`src/rtl/event_toggle_generator.sv`:
```
// Encodes single-cycle event requests as spaced transitions on o_Data, queueing bursts in a saturating counter.
// Optional pulse encoding (high/low for HOLD_CYCLES each) is built when EVENT_TOGGLE_GEN_PULSE_MODE_EN is defined.
module event_toggle_generator #(
    parameter int HOLD_CYCLES = 4,
    parameter int PEND_W      = 4
) (
    input  logic              clk,
    input  logic              reset,
    input  logic              i_Event,
    input  logic              i_Clear,
    output logic              o_Data,
    output logic              o_Busy,
    output logic [PEND_W-1:0] o_Pending,
    output logic              o_Overflow
);

    localparam int TW = (HOLD_CYCLES > 1) ? $clog2(HOLD_CYCLES) : 1;
    localparam logic [TW-1:0]     TIMER_LOAD = TW'(HOLD_CYCLES - 1);
    localparam logic [TW-1:0]     TIMER_ZERO = TW'(0);
    localparam logic [TW-1:0]     TIMER_ONE  = TW'(1);
    localparam logic [PEND_W-1:0] PEND_MAX   = {PEND_W{1'b1}};
    localparam logic [PEND_W-1:0] PEND_ZERO  = {PEND_W{1'b0}};
    localparam logic [PEND_W-1:0] PEND_ONE   = PEND_W'(1);

`ifdef EVENT_TOGGLE_GEN_PULSE_MODE_EN
    typedef enum logic [1:0] {
        ST_IDLE = 2'd0,
        ST_HIGH = 2'd1,
        ST_LOW  = 2'd2
    } state_t;
`else
    typedef enum logic {
        ST_IDLE = 1'b0,
        ST_HOLD = 1'b1
    } state_t;
`endif

    state_t            state_r, state_s;
    logic [TW-1:0]     timer_r, timer_s;
    logic [PEND_W-1:0] pend_r, pend_s;
    logic              data_r, data_s;
    logic              ovf_r, ovf_s;
    logic              busy_r, busy_s;
    logic              slot_s;
    logic              demand_s;
    logic              issue_s;
    logic              consume_s;

    // Encoder FSM: decides when an issue slot is open and what o_Data/timer do next.
    always_comb begin
        state_s  = state_r;
        timer_s  = timer_r;
        data_s   = data_r;
        slot_s   = 1'b0;
        // A clear flushes the queue and also suppresses any issue this cycle.
        demand_s = ~i_Clear & (i_Event | (pend_r != PEND_ZERO));
`ifdef EVENT_TOGGLE_GEN_PULSE_MODE_EN
        case (state_r)
            ST_IDLE: slot_s = 1'b1;
            ST_HIGH: begin
                if (timer_r == TIMER_ZERO) begin
                    state_s = ST_LOW;
                    data_s  = 1'b0;
                    timer_s = TIMER_LOAD;
                end else begin
                    timer_s = timer_r - TIMER_ONE;
                end
            end
            ST_LOW: begin
                if (timer_r == TIMER_ZERO) begin
                    slot_s = 1'b1;
                end else begin
                    timer_s = timer_r - TIMER_ONE;
                end
            end
            default: begin
                state_s = ST_IDLE;
                data_s  = 1'b0;
                timer_s = TIMER_ZERO;
            end
        endcase
        issue_s = slot_s & demand_s;
        if (issue_s) begin
            state_s = ST_HIGH;
            data_s  = 1'b1;
            timer_s = TIMER_LOAD;
        end else if (slot_s) begin
            state_s = ST_IDLE;
        end else begin
            state_s = state_s;
        end
`else
        case (state_r)
            ST_IDLE: slot_s = 1'b1;
            ST_HOLD: begin
                if (timer_r == TIMER_ZERO) begin
                    slot_s = 1'b1;
                end else begin
                    timer_s = timer_r - TIMER_ONE;
                end
            end
            default: begin
                state_s = ST_IDLE;
                timer_s = TIMER_ZERO;
            end
        endcase
        issue_s = slot_s & demand_s;
        if (issue_s) begin
            state_s = ST_HOLD;
            data_s  = ~data_r;
            timer_s = TIMER_LOAD;
        end else if (slot_s) begin
            state_s = ST_IDLE;
        end else begin
            state_s = state_s;
        end
`endif
    end

    // Pending queue: an issue drains a queued event first, a same-cycle request then refills it.
    always_comb begin
        pend_s    = pend_r;
        ovf_s     = 1'b0;
        consume_s = issue_s & (pend_r != PEND_ZERO);
        if (i_Clear) begin
            pend_s = PEND_ZERO;
        end else if (issue_s) begin
            if (consume_s && !i_Event) begin
                pend_s = pend_r - PEND_ONE;
            end else begin
                pend_s = pend_r;
            end
        end else if (i_Event) begin
            if (pend_r == PEND_MAX) begin
                ovf_s = 1'b1;
            end else begin
                pend_s = pend_r + PEND_ONE;
            end
        end else begin
            pend_s = pend_r;
        end
        busy_s = (state_s != ST_IDLE) | (pend_s != PEND_ZERO);
    end

    // State and output registers.
    always_ff @(posedge clk or posedge reset) begin
        if (reset) begin
            state_r <= ST_IDLE;
            timer_r <= TIMER_ZERO;
            pend_r  <= PEND_ZERO;
            data_r  <= 1'b0;
            ovf_r   <= 1'b0;
            busy_r  <= 1'b0;
        end else begin
            state_r <= state_s;
            timer_r <= timer_s;
            pend_r  <= pend_s;
            data_r  <= data_s;
            ovf_r   <= ovf_s;
            busy_r  <= busy_s;
        end
    end

    assign o_Data     = data_r;
    assign o_Busy     = busy_r;
    assign o_Pending  = pend_r;
    assign o_Overflow = ovf_r;

endmodule

```
`config.mk`:
```
export PLATFORM = sky130hd
export DESIGN_NAME = event_toggle_generator
export DESIGN_NICKNAME = d
export VERILOG_FILES = /design/src/rtl/event_toggle_generator.sv
export SDC_FILE = /design/constraint.sdc
export NUM_CORES = 1
export LEC_CHECK = 0
export ABC_AREA = 1
export ABC_CLOCK_PERIOD_IN_PS = 1420
export CORE_AREA = 3 3 46 48
export CTS_CLUSTER_SIZE = 24
export DETAILED_ROUTE_END_ITERATION = 6
export DIE_AREA = 0 0 49 51
export SYNTH_ARGS = -nofsm -noshare
export SYNTH_HDL_FRONTEND = slang
export SYNTH_SLANG_ARGS = --single-unit
```
`constraint.sdc`:
```
create_clock -name clk -period 1.42 [get_ports clk]
set_input_delay 0.284 -clock clk [delete_from_list [all_inputs] [get_ports clk]]
set_output_delay 0.284 -clock clk [all_outputs]
set_load 0.02 [all_outputs]
```
==> impl_metrics.toml <==
[pwr]
leakagePower_nw = 0.5125
power_mw = 1.826
powerDensity_mw_per_mm2 = 1836
peakVddDrop_uv = 885.8

[layout]
antennaDiodeCount = 0
ff_latch_area_um2 = 252.7
final_nets = 122
drive_gt1_share_pct = 42.11
area_delta_synth_final_pct = 43.24
fillers = 170
multi_input_area_um2 = 371.6

[grt]
grt_start_max_net_pins = 11
grt_use_total_pct = 13.57
grt_antenna_before_repair = 0
grt_pass1_vias = 618
grt_pass1_wl_um = 2663
grt-ovfl-total = 0

[floorplan]
die_area_mm2 = 0.002499
rows = 15
core_region_area_mm2 = 0.001745
io_pins = 11
initial_core_util_pct = 39.78
die_w_um = 49
die_h_um = 51

[logic_synthesis]
synthArstFlopShare_pct = 100.0
avgSynthCellArea_um2 = 8.170
synth-main-ff-cell = "dfrtp_1"
synth_seq_cells = 10
ys_warn_count = 0
synthesis.nets = 92
synthTopCellsByArea = "dfrtp_1 (36%), inv_1 (8.1%), nand3_2 (5.8%), ha_1 (5.4%), nand2_1 (5.4%)"
synth.top_cell.area_share_pct = 36.04
synth_edf_count = 0
seq_area_frac_synth_pct = 36.04
ys_types = 25
synth_commonest_cells = "inv_1 (15), dfrtp_1 (10), nand2_1 (10)"
yosys.area.top_type = "dfrtp_1"
netlist_area_um2 = 694.4
synthCells = 85
synth.most_common_cell = "inv_1"

[worst_setup_path]
crit_cells = 1
regToRegStartpoint = "o_Pending[1]"
cp-endpoint = "o_Pending[0]"
rrSetupSlack_ns = 0.09
r2r_cells = 7
cp_cell_sequence = "dlygate4sd2_1"
cp-end-kind = "primary output"
critPathKind = "register to primary output"
critical_path.max_stage_delay_ns = 0.45
critPathRequiredTime_ns = 1.14
cpLargestDelayFamily = "flip-flops"
r2r-end = "o_Pending[2]"
arrival_ns = 1.05
cp_num_buf_inv = 1
cp-start-kind = "register"
path_max_fanout = 5
worstSetupStartpoint = "o_Pending[0]"
crit_slowest_cell = "dfrtp_2"

[sta]
finalCriticalPeriod_ns = 1.334
hold_viol = 0
worst_pin_slew_ns = 0.4017
finalSetupViolCount = 0
final.period_utilization_pct = 93.96
slew-limit-headroom_pct = 73.19
finalMaxSlewViolations = 0
setup_slack_ns = 0.08575
rsz0062_at_grt = "false"
fin_skew_ns = 0.001012
fmax_ghz = 0.7495

[clock_network]
cts.htree.levels = 1
cts_buffer_depth = 2
clk_latency_ns = 0.26
numClockSinks = 10
clk_pin_slew_ns = 0.07
cts_tree = "yes"
cts_made_buffers = 3
clockRootBuffer = "clkbuf_4"

[min_path]
hold_path_class = "input pin to async pin"

[placement]
place_congestion = 0.8292
dp_slack_ns = -0.1751
io_buffers = 10
dp_hpwl_um = 1129

[detailed_routing]
drt_first_iter_violations = 12
drc = 0
first_pass_iters = 4
wl_per_cell_um = 10.94
routed_wl_um = 1521
ant_nets = 0
vias = 641
viasPerCell = 4.612

[run_status]
outcome = "finished clean"

[run]
cap_violations = 0
layout by cell type (no fill, tap or decap), types with 2 or more instances in the layout:
cell type,netlist,final
dfrtp_2,0,2
dlygate4sd2_1,0,7
clkbuf_4,0,3
clkdlybuf4s50_1,0,3
o21ai_1,5,5
inv_1,15,12
buf_4,0,16
dfrtp_1,10,8
nand2_2,6,7
ha_4,0,2
nand4_1,3,3
nand3_2,4,4
o211ai_1,2,2
nand3_1,7,7
nand2_1,10,9
inv_2,2,6
nor2_1,5,5
state kept, by name, summed over array words and instances (netlist names):
signal and flops:
timer_r 2, o_Overflow 1, o_Pending 4, o_Busy 1
o_Data 1, state_r 1
layer usage:
layer / track usage, % / wire [µm] / part of all wire (%)
met1: 16.61 / 728 / 48
met2: 23.76 / 703 / 46
met3: 3.790 / 66 / 4.3
met4: 2.844 / 23 / 1.5
met5: 0 / 0 / 0
report_power, final:
part | leakage (nW) | switching [mW] | internal, mW
sequential | 0.121 | 0.0768 | 0.397
combinational | 0.371 | 0.618 | 0.473
clock | 0.0210 | 0.105 | 0.156
metrics by stage:
stage | util, % | instance area, µm² | setup TNS [ns] | instances | hold WS, ns
finish | 56.99 | 994.7 | 0 | 139 | 0.3020
detailed placement | 51.47 | 898.4 | -1.037 | 130 | 0.4677
global route | 56.99 | 994.7 | 0 | 139 | 0.3302
CTS | 54.05 | 943.4 | 0 | 136 | 0.3222
floorplan | - | 695.7 | 0 | 85 | 0.1241
global placement | 51.47 | 898.4 | -0.6834 | 130 | 0.4669
logic make-up (layout without fill, tap and decap cells):
family / after synthesis / count (layout) / share of synthesized area [%]
buffers and inverters: 21 / 50 / 14.78
flip-flops: 10 / 10 / 36.04
AO/OA/AOI/OAI: 10 / 10 / 9.006
AND/OR/NAND/NOR: 40 / 40 / 33.52
XOR/XNOR: 1 / 1 / 1.261
adder cells (fa/ha/maj): 3 / 3 / 5.406
layout make-up:
class | instances | share of cell area [%]
well taps | 25 | 3.145
flip-flops and latches | 10 | 25.41
repair buffers | 26 | 21.26
clock buffers | 4 | 3.648
inverters | 20 | 9.182
multi-input cells | 54 | 37.36
worst min-delay path by stage:
stage | from | end | slack (ns) | cells after the start
finish | reset | o_Pending[3] | 0.30 | 2
floorplan | reset | o_Busy | 0.12 | 1
CTS | reset | o_Overflow | 0.32 | 2
global placement | timer_r[1] | timer_r[1] | 0.47 | 2
global route | reset | o_Overflow | 0.33 | 2
detailed placement | timer_r[1] | timer_r[1] | 0.47 | 2
timing repair:
action | 4_1_cts | 5_1_grt
pin swaps | 1 | 7
resized for setup | 8 | 10
buffers inserted | 2 | 3
hold buffers | 0 | 0
endpoints found under the setup margin | 10 | 5
(Power assumes the default switching activity.)
